--- config.mk ---
export PLATFORM = sky130hd
export DESIGN_NAME = sixty_four_bit_csa_timed_flat
export DESIGN_NICKNAME = d
export VERILOG_FILES = /design/src/rtl/sixty_four_bit_csa_timed_if.sv /design/src/rtl/sixty_four_bit_csa_timed.sv /design/src/flat_wrapper.sv
export SDC_FILE = /design/constraint.sdc
export NUM_CORES = 1
export LEC_CHECK = 0
export ABC_AREA = 1
export CORE_UTILIZATION = 59
export DETAILED_ROUTE_END_ITERATION = 12
export MAX_ROUTING_LAYER = met4
export PLACE_DENSITY = 0.91
export SYNTH_ARGS = -nofsm -noshare
export SYNTH_HDL_FRONTEND = slang
export SYNTH_SLANG_ARGS = --single-unit
--- constraint.sdc ---
create_clock -name clk -period 10.2 [get_ports clk]
set_input_delay 2.04 -clock clk [delete_from_list [all_inputs] [get_ports clk]]
set_output_delay 2.04 -clock clk [all_outputs]
set_load 0.01 [all_outputs]
--- src/rtl/sixty_four_bit_csa_timed_if.sv ---
// sixty_four_bit_csa_timed_if: addend/sum/checker bundle for the timed 64-bit carry-select adder
`timescale 1ns/1ps
interface sixty_four_bit_csa_timed_if #(
  parameter int ERR_CNT_W = 16
);
  logic [63:0] A;
  logic [63:0] B;
  logic C0;
  logic [63:0] S;
  logic C_Out;
  logic err;
  logic [ERR_CNT_W-1:0] err_cnt;
  modport master (output A, B, C0, input S, C_Out, err, err_cnt);
  modport slave (input A, B, C0, output S, C_Out, err, err_cnt);
endinterface

--- src/rtl/sixty_four_bit_csa_timed.sv ---
// sixty_four_bit_csa_timed: gate-level 64-bit carry-select adder with reference checker; CSA_GATE_DELAY_EN gives every gate 1 ns delay
`timescale 1ns/1ps
`ifdef CSA_GATE_DELAY_EN
`define CSA_GD #1
`else
`define CSA_GD
`endif
module sixty_four_bit_csa_timed #(
  parameter int BLK_W = 4,
  parameter int ERR_CNT_W = 16
) (
  input logic clk,
  input logic rst_n,
  sixty_four_bit_csa_timed_if.slave bus
);
  localparam int NB = 64 / BLK_W;
  // cs/ncs carry both polarities of each block carry so every mux stage costs two gate levels
  logic [NB-1:0] cs;
  logic [NB-2:0] ncs;
  logic [63:0] sum;
  logic [64:0] ref_sum;
  logic mis;
  logic err_q;
  logic [ERR_CNT_W-1:0] cnt_q;
  for (genvar j = 0; j < NB; j++) begin : g_blk
    for (genvar p = 0; p < (j == 0 ? 1 : 2); p++) begin : g_rca
      logic [BLK_W:0] c;
      logic [BLK_W-1:0] x;
      logic [BLK_W-1:0] s;
      logic [BLK_W-1:0] g;
      logic [BLK_W-1:0] t;
      if (j == 0) begin : g_cin
        assign c[0] = bus.C0;
      end else begin : g_cin
        assign c[0] = 1'(p);
      end
      for (genvar i = 0; i < BLK_W; i++) begin : g_fa
        localparam int K = j * BLK_W + i;
        assign `CSA_GD x[i] = bus.A[K] ^ bus.B[K];
        assign `CSA_GD s[i] = x[i] ^ c[i];
        assign `CSA_GD g[i] = bus.A[K] & bus.B[K];
        assign `CSA_GD t[i] = c[i] & x[i];
        assign `CSA_GD c[i+1] = g[i] | t[i];
      end
    end
    if (j == 0) begin : g_sel
      assign sum[BLK_W-1:0] = g_rca[0].s;
      assign cs[0] = g_rca[0].c[BLK_W];
      if (NB > 1) begin : g_n
        assign `CSA_GD ncs[0] = ~g_rca[0].c[BLK_W];
      end
    end else begin : g_sel
      logic [BLK_W-1:0] m1;
      logic [BLK_W-1:0] m0;
      logic k1;
      logic k0;
      for (genvar i = 0; i < BLK_W; i++) begin : g_mux
        assign `CSA_GD m1[i] = cs[j-1] & g_rca[1].s[i];
        assign `CSA_GD m0[i] = ncs[j-1] & g_rca[0].s[i];
        assign `CSA_GD sum[j*BLK_W+i] = m1[i] | m0[i];
      end
      assign `CSA_GD k1 = cs[j-1] & g_rca[1].c[BLK_W];
      assign `CSA_GD k0 = ncs[j-1] & g_rca[0].c[BLK_W];
      assign `CSA_GD cs[j] = k1 | k0;
      if (j < NB - 1) begin : g_n
        logic nc1;
        logic nc0;
        logic n1;
        logic n0;
        assign `CSA_GD nc1 = ~g_rca[1].c[BLK_W];
        assign `CSA_GD nc0 = ~g_rca[0].c[BLK_W];
        assign `CSA_GD n1 = cs[j-1] & nc1;
        assign `CSA_GD n0 = ncs[j-1] & nc0;
        assign `CSA_GD ncs[j] = n1 | n0;
      end
    end
  end
  assign bus.S = sum;
  assign bus.C_Out = cs[NB-1];
  assign ref_sum = 65'(bus.A) + 65'(bus.B) + 65'(bus.C0);
  assign mis = {bus.C_Out, bus.S} != ref_sum;
  // Record the mismatch seen at each edge; the count saturates at all-ones
  always_ff @(posedge clk or negedge rst_n)
    if (!rst_n) begin
      err_q <= 1'b0;
      cnt_q <= '0;
    end else begin
      err_q <= mis;
      if (mis && cnt_q != '1) cnt_q <= cnt_q + 1'b1;
    end
  assign bus.err = err_q;
  assign bus.err_cnt = cnt_q;
endmodule
`undef CSA_GD

--- src/flat_wrapper.sv ---
// flat-port wrapper written by rule: the top's interface ports become plain ports
module sixty_four_bit_csa_timed_flat 
#(
  parameter int BLK_W = 4,
  parameter int ERR_CNT_W = 16
)
  (clk, rst_n, bus_A, bus_B, bus_C0, bus_S, bus_C_Out, bus_err, bus_err_cnt);
  sixty_four_bit_csa_timed_if #(.ERR_CNT_W(ERR_CNT_W)) bus_i ();
  input logic clk;
  input logic rst_n;
  input wire logic [$bits(bus_i.A)-1:0] bus_A;
  input wire logic [$bits(bus_i.B)-1:0] bus_B;
  input wire logic [$bits(bus_i.C0)-1:0] bus_C0;
  output wire logic [$bits(bus_i.S)-1:0] bus_S;
  output wire logic [$bits(bus_i.C_Out)-1:0] bus_C_Out;
  output wire logic [$bits(bus_i.err)-1:0] bus_err;
  output wire logic [$bits(bus_i.err_cnt)-1:0] bus_err_cnt;
  assign bus_i.A = bus_A;
  assign bus_i.B = bus_B;
  assign bus_i.C0 = bus_C0;
  assign bus_S = bus_i.S;
  assign bus_C_Out = bus_i.C_Out;
  assign bus_err = bus_i.err;
  assign bus_err_cnt = bus_i.err_cnt;
  sixty_four_bit_csa_timed #(.BLK_W(BLK_W), .ERR_CNT_W(ERR_CNT_W)) u_core (.clk(clk), .rst_n(rst_n), .bus(bus_i));
endmodule
Word level (Yosys, flattened, before mapping)
Index checks and enable logic that the tools add are counted.
Widths: inputs -> output; s select.
{"block": "word_totals", "output_inout_bits": 82, "regBits": 17, "elab_cells": 744, "input_bits": 131}
{"block": "op_classes", "n_reduce_logical": 1, "n_addsub": 3, "bitwise_logic": 736, "n_eq_ne": 2}
{"operator": "$and 1x1->1", "n": 336}
{"operator": "$or 1x1->1", "n": 198}
{"operator": "$xor 1x1->1", "n": 158}
{"operator": "$add 64x64->65", "n": 1}
{"operator": "$add 65x1->65", "n": 1}
{"operator": "$ne 65x65->1", "n": 1}
{"operator": "$not 1->1", "n": 44}
{"operator": "$add 16x1->16 const B", "n": 1}
{"operator": "$ne 16x16->1 const B", "n": 1}
{"operator": "$logic_and 1x1->1", "n": 1}

Longest topological paths before layout
{"block": "logic_depth", "word_depth": 42, "mapped_depth": 42, "mapped_depth_nobuf": 41}

Least setup slack after synthesis
OpenSTA, ideal clock, no wires.
{"block": "synth_timing", "path_type": "in2out", "from": "in bus_C0", "to": "out bus_S[60]", "path_slack_ns": 2.191, "stages": 28, "t_arrival_ns": 5.969, "required_ns": 8.160, "path_cell_list": "inv_1 > fa_1 > inv_1 > fa_1 > fa_1 > fa_1 > buf_6 > nand2_4 > nand3_2 > nand2_2 > nand2_2 > nand3_2 > nand3_2 > nand2_4 > nand2_4 > nand3_1 > nand3_4 > nand2_4 > nand2_2 > nand3b_2 > nand3_4 > nand2_4 > nand2_4 > nand3_4 > nand2_4 > nand2_4 > nand2_4 > xnor2_1"}
{"block": "synth_via", "elab_chain_len": 39}
{"item": "start, declared", "line_no": "flat_wrapper.sv:13", "source": "input wire logic [$bits(bus_i.C0)-1:0] bus_C0;"}
{"item": "$and 1x1->1 *", "line_no": "sixty_four_bit_csa_timed.sv:42", "source": "assign `CSA_GD t[i] = c[i] & x[i];"}
{"item": "$or 1x1->1 *", "line_no": "sixty_four_bit_csa_timed.sv:43", "source": "assign `CSA_GD c[i+1] = g[i] | t[i];"}
{"item": "$and 1x1->1 *", "line_no": "sixty_four_bit_csa_timed.sv:42"}
{"item": "$or 1x1->1 *", "line_no": "sixty_four_bit_csa_timed.sv:43"}
{"item": "$and 1x1->1 *", "line_no": "sixty_four_bit_csa_timed.sv:42"}
{"item": "$or 1x1->1 *", "line_no": "sixty_four_bit_csa_timed.sv:43"}
{"item": "$and 1x1->1 *", "line_no": "sixty_four_bit_csa_timed.sv:42"}
{"item": "$or 1x1->1 *", "line_no": "sixty_four_bit_csa_timed.sv:43"}
{"item": "[23 not listed]"}
{"item": "$and 1x1->1 (on tied branches)"}
{"item": "$or 1x1->1 (on tied branches)", "line_no": "sixty_four_bit_csa_timed.sv:64, sixty_four_bit_csa_timed.sv:74"}
{"item": "$and 1x1->1 (on tied branches)"}
{"item": "$or 1x1->1 (on tied branches)", "line_no": "sixty_four_bit_csa_timed.sv:64, sixty_four_bit_csa_timed.sv:74"}
{"item": "$and 1x1->1 (on tied branches)"}
{"item": "$or 1x1->1 (on tied branches)", "line_no": "sixty_four_bit_csa_timed.sv:64, sixty_four_bit_csa_timed.sv:74"}
{"item": "$and 1x1->1 (on tied branches)", "line_no": "sixty_four_bit_csa_timed.sv:58, sixty_four_bit_csa_timed.sv:59"}
{"item": "$or 1x1->1 *", "line_no": "sixty_four_bit_csa_timed.sv:60", "source": "assign `CSA_GD sum[j*BLK_W+i] = m1[i] | m0[i];"}
{"item": "end, declared", "line_no": "flat_wrapper.sv:14", "source": "output wire logic [$bits(bus_i.S)-1:0] bus_S;"}
Mark *: on every way between the ends. The rest lies on a longest branch, timed or not.

Final worst setup path
Ends and elaborated chain as after synthesis.

==> results.yml <==
routing:
  vias: 12400
  via_per_inst: 5.37
  routedWlPerCell_um: 14.7
  drt_iter0_markers: 823
  dr.pass1.iters: 6
  drc: 0
  ant_nets: 0
  wl_um: 33900
logic_synthesis:
  netlist_top_cells_area: "nand2_1, fa_1, inv_1, ha_1, nand3_1"
  syn-num-nets: 2177
  ys_ff_latch: 17
  synth_top_area_share_pct: 21.6
  synth_cells: 1873
  synth_top_cell_by_area: "nand2_1"
  ys_seq_area_share_pct: 3.93
  avgSynthCellArea_sq_um: 5.79
  synth_warnings: 0
  netlist-cell-type-count: 39
  synth.cell_area_sq_um: 10800
placement:
  post-dp-hpwl_um: 30100
  gp_congestion: 1.00
  io_buffers: 212
sta:
  post-route-period-util_pct: 96.5
  timing.fmax_mhz: 102
  finalSetupViolations: 0
  period_needed_ns: 9.84
  tightest_slew_ns: 0.764
  rsz0062_at_grt: "no"
  final.setup.tns_ns: 0
  report.final.slew_viol_count: 0
  relSlewSlack_pct: 48.9
  skew_ns: 0.00281
  hold_viol: 0
clocking:
  clk_pin_slew_worst_paths_ns: 0.05
  cts-root-buf: "clkbuf_16"
  post_cts_buffers: 0
  cts_buffer_depth: 2
  numCtsBuffers: 3
  cts_tree: "built"
  clock_latency_ns: 0.25
  cts_sinks: 17
  htreeDepth: 1
worst_setup_path:
  cp_slowest_cell: "clkdlybuf4s50_1"
  critical_path_class: "in2out"
  slowest_delay_ns: 0.59
  cp_data_arrival_time_ns: 7.80
  critPathRequiredTime_ns: 8.16
  crit_path_end_kind: "primary output"
  reg2regPathDepth: 15
  rr_startpoint: "u_core.bus.err_cnt[0]$_DFFE_PN0P_"
  cp-start-kind: "input pin"
  cpLargestDelayFamily: "simple AND/OR/NAND/NOR gates"
  worstPathMaxFanout: 12
  regToRegEndpoint: "u_core.bus.err_cnt[15]$_DFFE_PN0P_"
  ff2ff_setup_slack_ns: 7.45
  path_buf_inv: 5
  cp_common_cell: "nand2_4"
hold_path:
  hp-start: "u_core.bus.err_cnt[8]$_DFFE_PN0P_"
  worstHoldPathCells: 2
  holdPathEnd: "u_core.bus.err_cnt[8]$_DFFE_PN0P_"
  hp-class: "reg2reg"
cells_and_area:
  fin_nets: 2388
  n_fill_cell: 1532
  drive_gt1_share_pct: 3.17
  postLayoutCoreUtil_pct: 74.0
  seq_area_sq_um: 425
  area_growth_pct: 22.6
  multi_input_comb_area_sq_um: 8780
floorplanning:
  io_pins: 213
  die_h_um: 138
  core_area_sq_um: 18000
  dieArea_sq_um: 18900
  start_util_pct: 60.3
  die_w_um: 138
  rows: 49
grt:
  grt_use_met2_pct: 66.2
  grt_busiest_layer: "met2"
  grt_max_degree: 29
  grt_pass1_vias: 11900
  overflow: 0
  gr-usage-met1_pct: 43.2
  grt_pass1_wl_um: 54400
  antenna_found_initial: 2
  grtUsageTotal_pct: 37.2
  grt_util_met3_pct: 3.24
power:
  leakagePower_nw: 7.57
  vdd_ir_drop_max_mv: 0.122
  p_per_area_nw_per_um2: 98.8
status:
  outcome: "complete, no violations"
flow_run:
  max_cap_viol_count: 0
==> final cells by class <==
cell class                 instances  share of cell area [%]
antenna                            2                  0.0377
clock buffer                       4                   0.593
inverter                         423                    12.0
multi-input combinational       1427                    66.1
sequential                        17                    3.20
tap                              229                    2.16
timing repair buffer             212                    16.0
==> synthesized netlist by cell type <==
master / count
nand2_1: 623
nor3_1: 14
dfrtp_1: 17
ha_1: 79
clkbuf_1: 3
o21ai_0: 47
xnor2_1: 10
nand3_1: 170
nor2_1: 158
nand3b_2: 4
or2_2: 5
o21a_1: 5
o2111ai_1: 1
nand2_4: 14
a31oi_1: 9
nand3b_1: 27
nand4_1: 21
and2_1: 1
o221a_2: 1
xor2_1: 25
a21boi_0: 5
o21bai_1: 6
buf_6: 3
nand3_2: 9
o211ai_1: 2
inv_1: 420
inv_2: 3
nor2_4: 1
nand4_4: 1
nor4_1: 2
fa_1: 94
nand2_2: 15
a21o_1: 4
or2_1: 1
nor2_2: 2
nand3_4: 6
a21oi_1: 63
nand3b_4: 1
o211a_1: 1
==> registers in the layout, summed over array words and instances (netlist names) <==
name / cells
u_core.bus.err: 1
u_core.bus.err_cnt: 16
==> power breakdown <==
part | internal, mW | switching, mW
combinational | 0.470 | 0.698
clock | 0.0530 | 0.0250
sequential | 0.0676 | 0.0000000000000574
==> logic make-up after synthesis <==
logic type      Yosys count  synth area share, %
buf+inv                 429                 15.1
fa+ha+maj               173                 26.5
xor+xnor                 35                 2.83
simple gates           1075                 44.3
flops                    17                 3.93
compound gates          144                 7.40
==> per-layer routing <==
metal  vias up  share of wire, %
li1       6183                 -
met5         -                 0
met3       121               6.2
met2       555                49
met4         0               4.2
met1      5560                40
==> timing repair <==
action	CTS	global route
endpoints found under the setup margin	0	6
hold buffers	0	0
gates resized for setup	0	1
==> cell usage in the layout (no fill, tap or decap), types with 6 or more instances in the layout <==
cell type / synthesis / layout
clkdlybuf4s50_1: 0 / 212
a21oi_1: 63 / 63
xnor2_1: 10 / 10
nand2_4: 14 / 14
nand2_1: 623 / 623
dfrtp_1: 17 / 17
nand2_2: 15 / 15
nand3_4: 6 / 6
fa_1: 94 / 93
nand3_1: 170 / 170
nand3_2: 9 / 9
nand3b_1: 27 / 27
a31oi_1: 9 / 9
xor2_1: 25 / 25
nand4_1: 21 / 21
nor3_1: 14 / 14
ha_1: 79 / 79
o21ai_0: 47 / 47
nor2_1: 158 / 158
o21bai_1: 6 / 6
inv_1: 420 / 420
==> worst max-delay path by stage <==
stage	cells after the start	end	startpoint	slack, ns
3_3_place_gp	31	bus_S[62]	bus_C0	0.55
4_1_cts	31	bus_S[60]	bus_C0	0.27
3_5_place_dp	30	bus_S[60]	bus_C0	0.28
2_1_floorplan	28	bus_S[60]	bus_C0	2.19
6_report	31	bus_S[60]	bus_C0	0.36
5_1_grt	31	bus_S[62]	bus_C0	0.01
==> stage by stage <==
step	std cells	cell area, sq um	worst slack (ns)	hold WS [ns]	total power, mW
after floorplan	1873	10800	2.19	0.539	0.791
after CTS	2312	13300	0.267	0.530	1.30
final	2314	13300	0.357	0.529	1.31
after global routing	2314	13300	0.0118	0.568	1.44
after global placement	2308	13200	0.547	0.497	1.19
after detailed placement	2308	13200	0.284	0.519	1.21
==> worst register-to-register path, delay by kind of cell (launching register included) <==
family | cells | cell delay (ns)
adder cells (fa/ha/maj) | 1 | 0.25
buffers and inverters | 1 | 0.04
flip-flops | 1 | 0.41
AND/OR/NAND/NOR | 13 | 1.97
Note: power is estimated with default switching activity, not from simulation.
